## config.mk

```make
export PLATFORM = sky130hd
export DESIGN_NAME = sdram_arbiter_flat
export DESIGN_NICKNAME = d
export VERILOG_FILES = /design/src/rtl/sdram_arbiter_if.sv /design/src/rtl/sdram_arbiter.sv /design/src/flat_wrapper.sv
export SDC_FILE = /design/constraint.sdc
export NUM_CORES = 1
export LEC_CHECK = 0
export CORE_UTILIZATION = 50
export CTS_BUF_LIST = sky130_fd_sc_hd__clkbuf_8
export CTS_CLUSTER_SIZE = 40
export DETAILED_ROUTE_END_ITERATION = 12
export GPL_TIMING_DRIVEN = 0
export HOLD_SLACK_MARGIN = 0.15
export PLACE_DENSITY = 0.9
export SYNTH_ARGS = -nofsm -noshare
export SYNTH_HDL_FRONTEND = slang
export SYNTH_SLANG_ARGS = --single-unit
```

## constraint.sdc

```tcl
create_clock -name clk -period 5 [get_ports clk]
set_clock_uncertainty 0.05 [all_clocks]
set_input_delay 0.5 -clock clk [delete_from_list [all_inputs] [get_ports clk]]
set_output_delay 0.5 -clock clk [all_outputs]
set_load 0.03 [all_outputs]
```

## src/rtl/sdram_arbiter_if.sv

```systemverilog
// Bundle between the two requesters (A = CPU, B = DMA/debug), the arbiter and
// the sdram_block user port. "master" is the requester/controller side, "slave" the arbiter.
interface sdram_arbiter_if #(
  parameter int unsigned AW = 24,
  parameter int unsigned DW = 16
) ();

  // Requester A
  logic [AW-1:0] a_addr;
  logic [DW-1:0] a_wr_data;
  logic          a_wr_en;
  logic          a_rd_en;
  logic          a_gnt;
  logic [DW-1:0] a_rd_data;
  logic          a_rd_ready;
  logic          a_rd_ack;

  // Requester B
  logic [AW-1:0] b_addr;
  logic [DW-1:0] b_wr_data;
  logic          b_wr_en;
  logic          b_rd_en;
  logic          b_gnt;
  logic [DW-1:0] b_rd_data;
  logic          b_rd_ready;
  logic          b_rd_ack;

  // sdram_block user port
  logic [AW-1:0] ram_addr;
  logic [DW-1:0] ram_wr_data;
  logic          ram_wr_en;
  logic          ram_rd_en;
  logic          ram_busy;
  logic [DW-1:0] ram_rd_data;
  logic          ram_rd_ready;
  logic          ram_rd_ack;

  modport master (
    output a_addr, a_wr_data, a_wr_en, a_rd_en, a_rd_ack,
    input  a_gnt, a_rd_data, a_rd_ready,
    output b_addr, b_wr_data, b_wr_en, b_rd_en, b_rd_ack,
    input  b_gnt, b_rd_data, b_rd_ready,
    input  ram_addr, ram_wr_data, ram_wr_en, ram_rd_en, ram_rd_ack,
    output ram_busy, ram_rd_data, ram_rd_ready
  );

  modport slave (
    input  a_addr, a_wr_data, a_wr_en, a_rd_en, a_rd_ack,
    output a_gnt, a_rd_data, a_rd_ready,
    input  b_addr, b_wr_data, b_wr_en, b_rd_en, b_rd_ack,
    output b_gnt, b_rd_data, b_rd_ready,
    output ram_addr, ram_wr_data, ram_wr_en, ram_rd_en, ram_rd_ack,
    input  ram_busy, ram_rd_data, ram_rd_ready
  );

endinterface

```

## src/rtl/sdram_arbiter.sv

```systemverilog
// Two-master arbiter in front of sdram_block: one transaction at a time
// (IDLE -> ISSUE -> WAIT [-> RDATA]), round-robin or fixed-A priority, sticky timeout flag.
module sdram_arbiter #(
  parameter int unsigned AW         = 24,
  parameter int unsigned DW         = 16,
  parameter bit          FIXED_PRIO = 1'b0,
  parameter int unsigned TIMEOUT    = 1023
) (
  input  logic           clk,
  input  logic           rst,
  sdram_arbiter_if.slave bus,
  output logic           owner,
  output logic           err_timeout
);

  localparam int unsigned   CW       = $clog2(TIMEOUT + 1);
  localparam logic [CW-1:0] CNT_LAST = CW'(TIMEOUT - 1);

  typedef enum logic [1:0] {
    S_IDLE,
    S_ISSUE,
    S_WAIT,
    S_RDATA
  } state_e;

  state_e        state_q;
  logic          last_b_q;
  logic          owner_q;
  logic          err_q;
  logic          lat_wr_q;
  logic [AW-1:0] lat_addr_q;
  logic [DW-1:0] lat_data_q;
  logic [CW-1:0] cnt_q;

  logic [AW-1:0] ram_addr_q;
  logic [DW-1:0] ram_wr_data_q;
  logic          ram_wr_en_q;
  logic          ram_rd_en_q;
  logic          ram_rd_ack_q;
  logic          a_gnt_q;
  logic          b_gnt_q;
  logic          a_rd_ready_q;
  logic          b_rd_ready_q;
  logic [DW-1:0] a_rd_data_q;
  logic [DW-1:0] b_rd_data_q;

  logic req_a;
  logic req_b;
  logic pick_b;
  logic owner_ack;

  assign req_a = bus.a_wr_en | bus.a_rd_en;
  assign req_b = bus.b_wr_en | bus.b_rd_en;

  // last_b_q only moves on real conflicts, so alternation is between contended grants
  assign pick_b    = (req_a && req_b) ? (FIXED_PRIO ? 1'b0 : ~last_b_q) : req_b;
  assign owner_ack = owner_q ? bus.b_rd_ack : bus.a_rd_ack;

  always_ff @(posedge clk or negedge rst) begin
    if (!rst) begin
      state_q       <= S_IDLE;
      last_b_q      <= 1'b1;
      owner_q       <= 1'b0;
      err_q         <= 1'b0;
      lat_wr_q      <= 1'b0;
      lat_addr_q    <= '0;
      lat_data_q    <= '0;
      cnt_q         <= '0;
      ram_addr_q    <= '0;
      ram_wr_data_q <= '0;
      ram_wr_en_q   <= 1'b0;
      ram_rd_en_q   <= 1'b0;
      ram_rd_ack_q  <= 1'b0;
      a_gnt_q       <= 1'b0;
      b_gnt_q       <= 1'b0;
      a_rd_ready_q  <= 1'b0;
      b_rd_ready_q  <= 1'b0;
      a_rd_data_q   <= '0;
      b_rd_data_q   <= '0;
    end else begin
      ram_wr_en_q  <= 1'b0;
      ram_rd_en_q  <= 1'b0;
      ram_rd_ack_q <= 1'b0;
      a_gnt_q      <= 1'b0;
      b_gnt_q      <= 1'b0;

      unique case (state_q)
        S_IDLE: begin
          if (!bus.ram_busy && (req_a || req_b)) begin
            owner_q <= pick_b;
            if (req_a && req_b) begin
              last_b_q <= pick_b;
            end
            // write wins over a simultaneous read on the same port
            lat_wr_q   <= pick_b ? bus.b_wr_en : bus.a_wr_en;
            lat_addr_q <= pick_b ? bus.b_addr : bus.a_addr;
            lat_data_q <= pick_b ? bus.b_wr_data : bus.a_wr_data;
            state_q    <= S_ISSUE;
          end
        end

        S_ISSUE: begin
          ram_addr_q    <= lat_addr_q;
          ram_wr_data_q <= lat_data_q;
          ram_wr_en_q   <= lat_wr_q;
          ram_rd_en_q   <= ~lat_wr_q;
          a_gnt_q       <= ~owner_q;
          b_gnt_q       <= owner_q;
          cnt_q         <= '0;
          state_q       <= S_WAIT;
        end

        S_WAIT: begin
          if (lat_wr_q && !bus.ram_busy) begin
            state_q <= S_IDLE;
          end else if (!lat_wr_q && bus.ram_rd_ready) begin
            if (owner_q) begin
              b_rd_ready_q <= 1'b1;
              b_rd_data_q  <= bus.ram_rd_data;
            end else begin
              a_rd_ready_q <= 1'b1;
              a_rd_data_q  <= bus.ram_rd_data;
            end
            state_q <= S_RDATA;
          end else if (cnt_q == CNT_LAST) begin
            // abort: flag it and release any half-finished read in the controller
            err_q        <= 1'b1;
            ram_rd_ack_q <= ~lat_wr_q;
            state_q      <= S_IDLE;
          end else begin
            cnt_q <= cnt_q + CW'(1);
          end
        end

        S_RDATA: begin
          if (owner_ack) begin
            ram_rd_ack_q <= 1'b1;
            a_rd_ready_q <= 1'b0;
            b_rd_ready_q <= 1'b0;
            state_q      <= S_IDLE;
          end
        end

        default: state_q <= S_IDLE;
      endcase
    end
  end

  assign bus.ram_addr    = ram_addr_q;
  assign bus.ram_wr_data = ram_wr_data_q;
  assign bus.ram_wr_en   = ram_wr_en_q;
  assign bus.ram_rd_en   = ram_rd_en_q;
  assign bus.ram_rd_ack  = ram_rd_ack_q;
  assign bus.a_gnt       = a_gnt_q;
  assign bus.b_gnt       = b_gnt_q;
  assign bus.a_rd_ready  = a_rd_ready_q;
  assign bus.b_rd_ready  = b_rd_ready_q;
  assign bus.a_rd_data   = a_rd_data_q;
  assign bus.b_rd_data   = b_rd_data_q;
  assign owner           = owner_q;
  assign err_timeout     = err_q;

endmodule

```

## src/flat_wrapper.sv

```systemverilog
// flat-port wrapper written by rule: the top's interface ports become plain ports
module sdram_arbiter_flat 
#(
  parameter int unsigned AW         = 24,
  parameter int unsigned DW         = 16,
  parameter bit          FIXED_PRIO = 1'b0,
  parameter int unsigned TIMEOUT    = 1023
)
  (clk, rst, owner, err_timeout, bus_a_addr, bus_a_wr_data, bus_a_wr_en, bus_a_rd_en, bus_a_rd_ack, bus_a_gnt, bus_a_rd_data, bus_a_rd_ready, bus_b_addr, bus_b_wr_data, bus_b_wr_en, bus_b_rd_en, bus_b_rd_ack, bus_b_gnt, bus_b_rd_data, bus_b_rd_ready, bus_ram_addr, bus_ram_wr_data, bus_ram_wr_en, bus_ram_rd_en, bus_ram_rd_ack, bus_ram_busy, bus_ram_rd_data, bus_ram_rd_ready);
  sdram_arbiter_if #(.AW(AW), .DW(DW)) bus_i ();
  input  logic clk;
  input  logic rst;
  output logic owner;
  output logic err_timeout;
  input wire logic [$bits(bus_i.a_addr)-1:0] bus_a_addr;
  input wire logic [$bits(bus_i.a_wr_data)-1:0] bus_a_wr_data;
  input wire logic [$bits(bus_i.a_wr_en)-1:0] bus_a_wr_en;
  input wire logic [$bits(bus_i.a_rd_en)-1:0] bus_a_rd_en;
  input wire logic [$bits(bus_i.a_rd_ack)-1:0] bus_a_rd_ack;
  output wire logic [$bits(bus_i.a_gnt)-1:0] bus_a_gnt;
  output wire logic [$bits(bus_i.a_rd_data)-1:0] bus_a_rd_data;
  output wire logic [$bits(bus_i.a_rd_ready)-1:0] bus_a_rd_ready;
  input wire logic [$bits(bus_i.b_addr)-1:0] bus_b_addr;
  input wire logic [$bits(bus_i.b_wr_data)-1:0] bus_b_wr_data;
  input wire logic [$bits(bus_i.b_wr_en)-1:0] bus_b_wr_en;
  input wire logic [$bits(bus_i.b_rd_en)-1:0] bus_b_rd_en;
  input wire logic [$bits(bus_i.b_rd_ack)-1:0] bus_b_rd_ack;
  output wire logic [$bits(bus_i.b_gnt)-1:0] bus_b_gnt;
  output wire logic [$bits(bus_i.b_rd_data)-1:0] bus_b_rd_data;
  output wire logic [$bits(bus_i.b_rd_ready)-1:0] bus_b_rd_ready;
  output wire logic [$bits(bus_i.ram_addr)-1:0] bus_ram_addr;
  output wire logic [$bits(bus_i.ram_wr_data)-1:0] bus_ram_wr_data;
  output wire logic [$bits(bus_i.ram_wr_en)-1:0] bus_ram_wr_en;
  output wire logic [$bits(bus_i.ram_rd_en)-1:0] bus_ram_rd_en;
  output wire logic [$bits(bus_i.ram_rd_ack)-1:0] bus_ram_rd_ack;
  input wire logic [$bits(bus_i.ram_busy)-1:0] bus_ram_busy;
  input wire logic [$bits(bus_i.ram_rd_data)-1:0] bus_ram_rd_data;
  input wire logic [$bits(bus_i.ram_rd_ready)-1:0] bus_ram_rd_ready;
  assign bus_i.a_addr = bus_a_addr;
  assign bus_i.a_wr_data = bus_a_wr_data;
  assign bus_i.a_wr_en = bus_a_wr_en;
  assign bus_i.a_rd_en = bus_a_rd_en;
  assign bus_i.a_rd_ack = bus_a_rd_ack;
  assign bus_a_gnt = bus_i.a_gnt;
  assign bus_a_rd_data = bus_i.a_rd_data;
  assign bus_a_rd_ready = bus_i.a_rd_ready;
  assign bus_i.b_addr = bus_b_addr;
  assign bus_i.b_wr_data = bus_b_wr_data;
  assign bus_i.b_wr_en = bus_b_wr_en;
  assign bus_i.b_rd_en = bus_b_rd_en;
  assign bus_i.b_rd_ack = bus_b_rd_ack;
  assign bus_b_gnt = bus_i.b_gnt;
  assign bus_b_rd_data = bus_i.b_rd_data;
  assign bus_b_rd_ready = bus_i.b_rd_ready;
  assign bus_ram_addr = bus_i.ram_addr;
  assign bus_ram_wr_data = bus_i.ram_wr_data;
  assign bus_ram_wr_en = bus_i.ram_wr_en;
  assign bus_ram_rd_en = bus_i.ram_rd_en;
  assign bus_ram_rd_ack = bus_i.ram_rd_ack;
  assign bus_i.ram_busy = bus_ram_busy;
  assign bus_i.ram_rd_data = bus_ram_rd_data;
  assign bus_i.ram_rd_ready = bus_ram_rd_ready;
  sdram_arbiter #(.AW(AW), .DW(DW), .FIXED_PRIO(FIXED_PRIO), .TIMEOUT(TIMEOUT)) u_core (.clk(clk), .rst(rst), .bus(bus_i), .owner(owner), .err_timeout(err_timeout));
endmodule
```

Yosys cells after proc, flatten, opt, wreduce, memory -nomap -nowiden
Cells that the tools add are included.
{"block": "op_classes", "n_bitwise": 7, "n_eq_ne": 13, "n_div": 0, "n_reduce_logical": 19, "shift": 0, "n_addsub": 1, "n_mux": 33, "multipliers": 0, "n_lt_le_gt_ge": 0}
{"operator": "$mux 10", "n": 3}
{"operator": "$mux 24", "n": 1}
{"operator": "$pmux 10 s2", "n": 1}
{"operator": "$mux 1", "n": 18}
{"operator": "$mux 16", "n": 1}
{"operator": "$reduce_and 4->1", "n": 4}
{"operator": "$add 10x1->10 const B", "n": 1}
{"operator": "$eq 10x10->1 const B", "n": 1}
{"operator": "$mux 2", "n": 5}
{"operator": "$reduce_and 5->1", "n": 2}
{"operator": "$ne 2x1->1 const B", "n": 4}
{"operator": "$ne 2x2->1 const B", "n": 4}
{"operator": "$pmux 2 s4", "n": 1}
{"operator": "$pmux 1 s2", "n": 3}
{"operator": "$reduce_and 3->1", "n": 2}
{"operator": "$not 1->1", "n": 5}
{"operator": "$eq 2x2->1 const B", "n": 2}
{"operator": "$logic_and 1x1->1", "n": 4}
{"operator": "$ne 4x1->1 const B", "n": 1}
{"operator": "$reduce_bool 2->1", "n": 2}
{"operator": "$eq 2x1->1 const B", "n": 1}
{"operator": "$logic_not 1->1", "n": 2}
{"operator": "$logic_not 2->1", "n": 1}
{"operator": "$or 1x1->1", "n": 2}
{"operator": "2 further kinds", "n": 2}
{"block": "totals", "inputBits": 106, "ff_bits": 135, "memories": 0, "latchBits": 0, "mem_bits_rw": 0, "romBits": 0}

Logic depth before layout (Yosys ltp)
{"block": "depth", "ltp_word": 5, "depth_mapped": 6, "ltp_nobuf": 6}

Worst setup path after synthesis
No wires, ideal clock.
{"block": "synth_timing", "kind": "flip-flop to flip-flop", "start": "reg u_core.state_q[0]", "end": "reg u_core.a_rd_data_q[0] (netlist: u_core.bus.a_rd_data[0])", "period_less_slack_ns": 1.689, "required_time_ns": 4.825, "t_arrival_ns": 1.514, "stages_incl_launch_ff": 6, "setup_slack_ns": 3.311, "setup_time_ns": 0.125, "n_path_buf": 2, "path_cell_list": "dfrtp_1 > buf_6 > nand2b_4 > nor3_4 > buf_12 > mux2_4"}
{"block": "synth_between", "elab_chain_len": 2}
{"element": "from (decl)", "line_no": "sdram_arbiter.sv:26", "text": "state_e state_q;"}
{"element": "from (signal assigned)", "line_no": "sdram_arbiter.sv:61", "text": "state_q <= S_IDLE;"}
{"element": "from (signal assigned)", "line_no": "sdram_arbiter.sv:98", "text": "state_q <= S_ISSUE;"}
{"element": "from (signal assigned)", "line_no": "sdram_arbiter.sv:110", "text": "state_q <= S_WAIT;"}
{"element": "$eq 2x2->1", "line_no": "sdram_arbiter.sv:87", "text": "unique case (state_q)"}
{"element": "$reduce_and 4->1 (no source line)"}
{"element": "to (signal assigned)", "line_no": "sdram_arbiter.sv:122", "text": "a_rd_data_q <= bus.ram_rd_data;"}
{"element": "to (decl)", "line_no": "sdram_arbiter.sv:44", "text": "logic [DW-1:0] a_rd_data_q;"}
No other way between the ends.
A chain may end at the register's enable or synchronous reset.

Worst setup path after layout
{"block": "layout_timing", "start": "in bus_b_rd_en", "end": "reg u_core.lat_addr_q[3]"}
{"block": "layout_between", "elab_chain_len": 4, "elab_cells_between_ends": 7, "classes_between": "2 x mux; 1 x bitwise; 4 x reduce/logical"}
{"element": "from (decl)", "line_no": "flat_wrapper.sv:26", "text": "input wire logic [$bits(bus_i.b_rd_en)-1:0] bus_b_rd_en;"}
{"element": "$or 1x1->1 *", "line_no": "sdram_arbiter.sv:53", "text": "assign req_b = bus.b_wr_en | bus.b_rd_en;"}
{"element": "$logic_and 1x1->1 or $logic_or 1x1->1 (tied branches)", "line_no": "sdram_arbiter.sv:56, sdram_arbiter.sv:89"}
{"element": "$mux 1 or $logic_and 1x1->1 (tied branches)", "line_no": "sdram_arbiter.sv:56, sdram_arbiter.sv:89"}
{"element": "$mux 24 or $reduce_and 2->1 (tied branches)"}
{"element": "to (signal assigned)", "line_no": "sdram_arbiter.sv:96", "text": "lat_addr_q <= pick_b ? bus.b_addr : bus.a_addr;"}
{"element": "to (decl)", "line_no": "sdram_arbiter.sv:31", "text": "logic [AW-1:0] lat_addr_q;"}
Mark *: on every way between the ends. The rest lies on a longest branch, timed or not.

==> impl_metrics.py <==
metrics = {
    "place": {
        "io_buffers": 186,
        "place_congestion": 0.873,
        "place_area_sq_mm": 0.00790,
        "hpwlAfterDp_mm": 10.9,
        "dp.cells": 864,
    },
    "sta": {
        "fmax_mhz": 439,
        "rsz0062_at_grt": "false",
        "fin_crit_sh": 0.456,
        "hold_viol_final": 0,
        "whs_ns": 0.416,
        "slew_headroom": 0.423,
        "setup_violations": 0,
        "fin_crit_ns": 2.28,
        "maxSlewViolCount": 0,
        "worst_slew_pin_slew_ns": 0.859,
    },
    "clocking": {
        "clk_latency_ns": 0.42,
        "cts_setup_buffers": 0,
        "htreeDepth": 4,
        "numCtsBuffers": 17,
        "cts_tree": "built",
        "numClockSinks": 135,
        "clk_root_buffer_cell": "clkbuf_8",
        "cts_max_path_buffers": 2,
        "clk_pin_slew_ns": 0.08,
    },
    "drt": {
        "ant_nets": 0,
        "wl_per_cell_um": 16.5,
        "via_per_inst": 5.27,
        "postRouteWirelength_mm": 14.8,
        "drt_pre_antenna_iters": 5,
        "vias": 4723,
        "drcViolationCount": 0,
        "dr.first_iter.drc_count": 285,
    },
    "layout": {
        "fillers": 807,
        "drive_above_1_share": 0.119,
        "syn_to_final_growth_pct": 42.3,
        "final_cell_area_sq_mm": 0.00829,
        "register_area_sq_mm": 0.00338,
        "final-instance-count-excl-fill": 897,
        "multi_input_area_sq_mm": 0.00225,
        "num_antenna_cells": 0,
        "layout.nets": 849,
    },
    "run_status": {
        "outcome": "completed",
    },
    "hold_path": {
        "whs_endpoint": "u_core.bus.ram_addr[15]",
        "holdPathStages": 2,
        "worstHoldStart": "u_core.lat_addr_q[15]",
        "hp-class": "flip-flop to flip-flop",
    },
    "power": {
        "power_density_mw_per_mm2": 651,
        "power_mw": 5.40,
        "ir_worst_vdd_mv": 0.447,
        "power.leakage_nw": 3.77,
    },
    "grt": {
        "globalRouteMet3Util": 0.0611,
        "antenna_found_initial": 0,
        "top_usage_layer": "met2",
        "grt_usage": 0.250,
        "first_global_vias": 4754,
        "grt_overflow": 0,
        "use_met1": 0.300,
        "grt_first_pass_wirelength_mm": 22.7,
        "grt_start_max_net_pins": 81,
        "grt_use_met2": 0.433,
    },
    "critical_path": {
        "cp_data_required_time_ns": 5.25,
        "critPathMaxFanout": 10,
        "crit_path_end_kind": "flip-flop",
        "startpoint_type": "input port",
        "rr_endpoint": "u_core.lat_addr_q[3]",
        "rr_worst_depth": 5,
        "startpoint": "bus_b_rd_en",
        "ff2ff_setup_slack_ns": 2.86,
        "crit_type": "input port to flip-flop",
        "r2r_start": "u_core.last_b_q",
        "cp.arrival_ns": 2.53,
    },
    "logic_synthesis": {
        "yosysMostFrequentCell": "dfrtp_1",
        "ys.flop_type": "dfrtp_1",
        "avgSynthCellArea_sq_um": 10.9,
        "syn-instance-count": 534,
        "synth_cell_types": 46,
        "netlist.area_leader.share": 0.575,
        "yosys_warnings": 0,
        "syn_area_sq_mm": 0.00583,
        "synth-seq-area-share": 0.580,
        "netlist_top_cells_count": "134 x dfrtp_1, 129 x nand2_1, 51 x nor2_1",
        "synth-edff-count": 0,
        "synth-seq-cells": 135,
        "yosys.area.top_type": "dfrtp_1",
        "synth_area_leaders": "dfrtp_1 58%, nand2_1 8.3%, mux2i_1 7.2%",
        "synth_fp_nets": 642,
        "async_flop_share": 1.00,
    },
    "floorplan": {
        "io_pins": 187,
        "die_y_um": 110,
        "die_w_um": 110,
        "start_util": 0.512,
        "die-area_sq_mm": 0.0121,
        "row_count": 39,
        "core-area_sq_mm": 0.0114,
    },
    "job": {
        "drv_cap": 0,
    },
}
==> metal layers <==
metal  part of all wire  up-vias
met1               0.40     2297
li1                   -     2206
met2               0.52      203
met5                  0        -
met4              0.014        0
met3              0.069       17
==> worst max-delay path, stage by stage <==
cell and delay, ns:
clkdlybuf4s50_1 0.47, o21ai_1 0.71, buf_2 0.43, mux2i_1 0.31
a21oi_1 0.11
==> worst max path at each step <==
| stage | end | slack (ns) |
|---|---|---|
| global placement | u_core.bus.ram_addr[11] | -1.55 |
| CTS | u_core.lat_addr_q[4] | 2.81 |
| global route | u_core.lat_addr_q[3] | 2.73 |
| detailed placement | u_core.lat_data_q[15] | 2.36 |
| floorplan | u_core.bus.a_rd_data[0] | 3.31 |
| finish | u_core.lat_addr_q[3] | 2.72 |
==> logic make-up (layout without fill, tap and decap cells) <==
| logic type | Yosys count | count (layout) | share of synthesized area |
|---|---|---|---|
| AOI/OAI and AO/OA | 72 | 72 | 0.0745 |
| adders and majority gates | 2 | 2 | 0.00429 |
| DFF | 135 | 135 | 0.580 |
| and+or+nand+nor | 211 | 211 | 0.156 |
| buffers and inverters | 35 | 255 | 0.0335 |
| muxes | 76 | 76 | 0.148 |
| xor gates and xnor gates | 3 | 3 | 0.00451 |
==> registers in the layout (all words and copies together) (netlist names), 2 cells and up <==
register	count
u_core.bus.ram_addr	24
u_core.bus.b_rd_data	16
u_core.state_q	2
u_core.cnt_q	10
u_core.lat_data_q	16
u_core.bus.ram_wr_data	16
u_core.bus.a_rd_data	16
u_core.lat_addr_q	24
==> final cells by class <==
class                   count  area share
well taps                 143      0.0216
inverters                   7     0.00317
flip-flops and latches    135       0.408
clock inverters            14      0.0163
repair buffers            188       0.229
clock buffers              18      0.0299
multi-input cells         364       0.272
plain buffers              28      0.0204
==> power by group <==
part	internal, mW	switching, mW	leakage [nW]
Clock	0.449	0.416	0.187
Sequential	1.60	0.310	1.62
Combinational	1.13	1.49	1.96
Total	3.18	2.22	3.77
==> placed cells by master (no fill, tap or decap), drive strengths merged, types with 2 or more instances in the layout <==
| cell type | instances |
|---|---|
| nor2b | 2 |
| and3 | 2 |
| nand2b | 4 |
| inv | 8 |
| clkinvlp | 5 |
| o2bb2ai | 3 |
| o21ai | 5 |
| nand2 | 130 |
| clkbuf | 30 |
| o211ai | 4 |
| nor3 | 3 |
| clkinv | 6 |
| dfrtp | 134 |
| nor2 | 52 |
| ha | 2 |
| a31oi | 5 |
| bufinv | 2 |
| o31ai | 2 |
| xnor2 | 2 |
| nand4 | 4 |
| mux2i | 42 |
| and4 | 3 |
| a21oi | 45 |
| clkdlybuf4s50 | 185 |
| nand3 | 4 |
| or3 | 2 |
| buf | 18 |
| mux2 | 34 |
| and2 | 4 |
==> repair_timing <==
action                                 in CTS  in global routing
resized for setup                           0                  0
hold buffers                                1                  0
endpoints found under the hold margin      54                  0
==> through the flow <==
step	TNS (ns)	utilization	worst slack (ns)
6_report	0	0.729	2.72
4_1_cts	0	0.729	2.81
2_1_floorplan	0	-	3.31
3_3_place_gp	-205.91	0.692	-1.55
3_5_place_dp	0	0.695	2.36
5_1_grt	0	0.729	2.73
No activity file was read; power rests on OpenSTA's default activity.
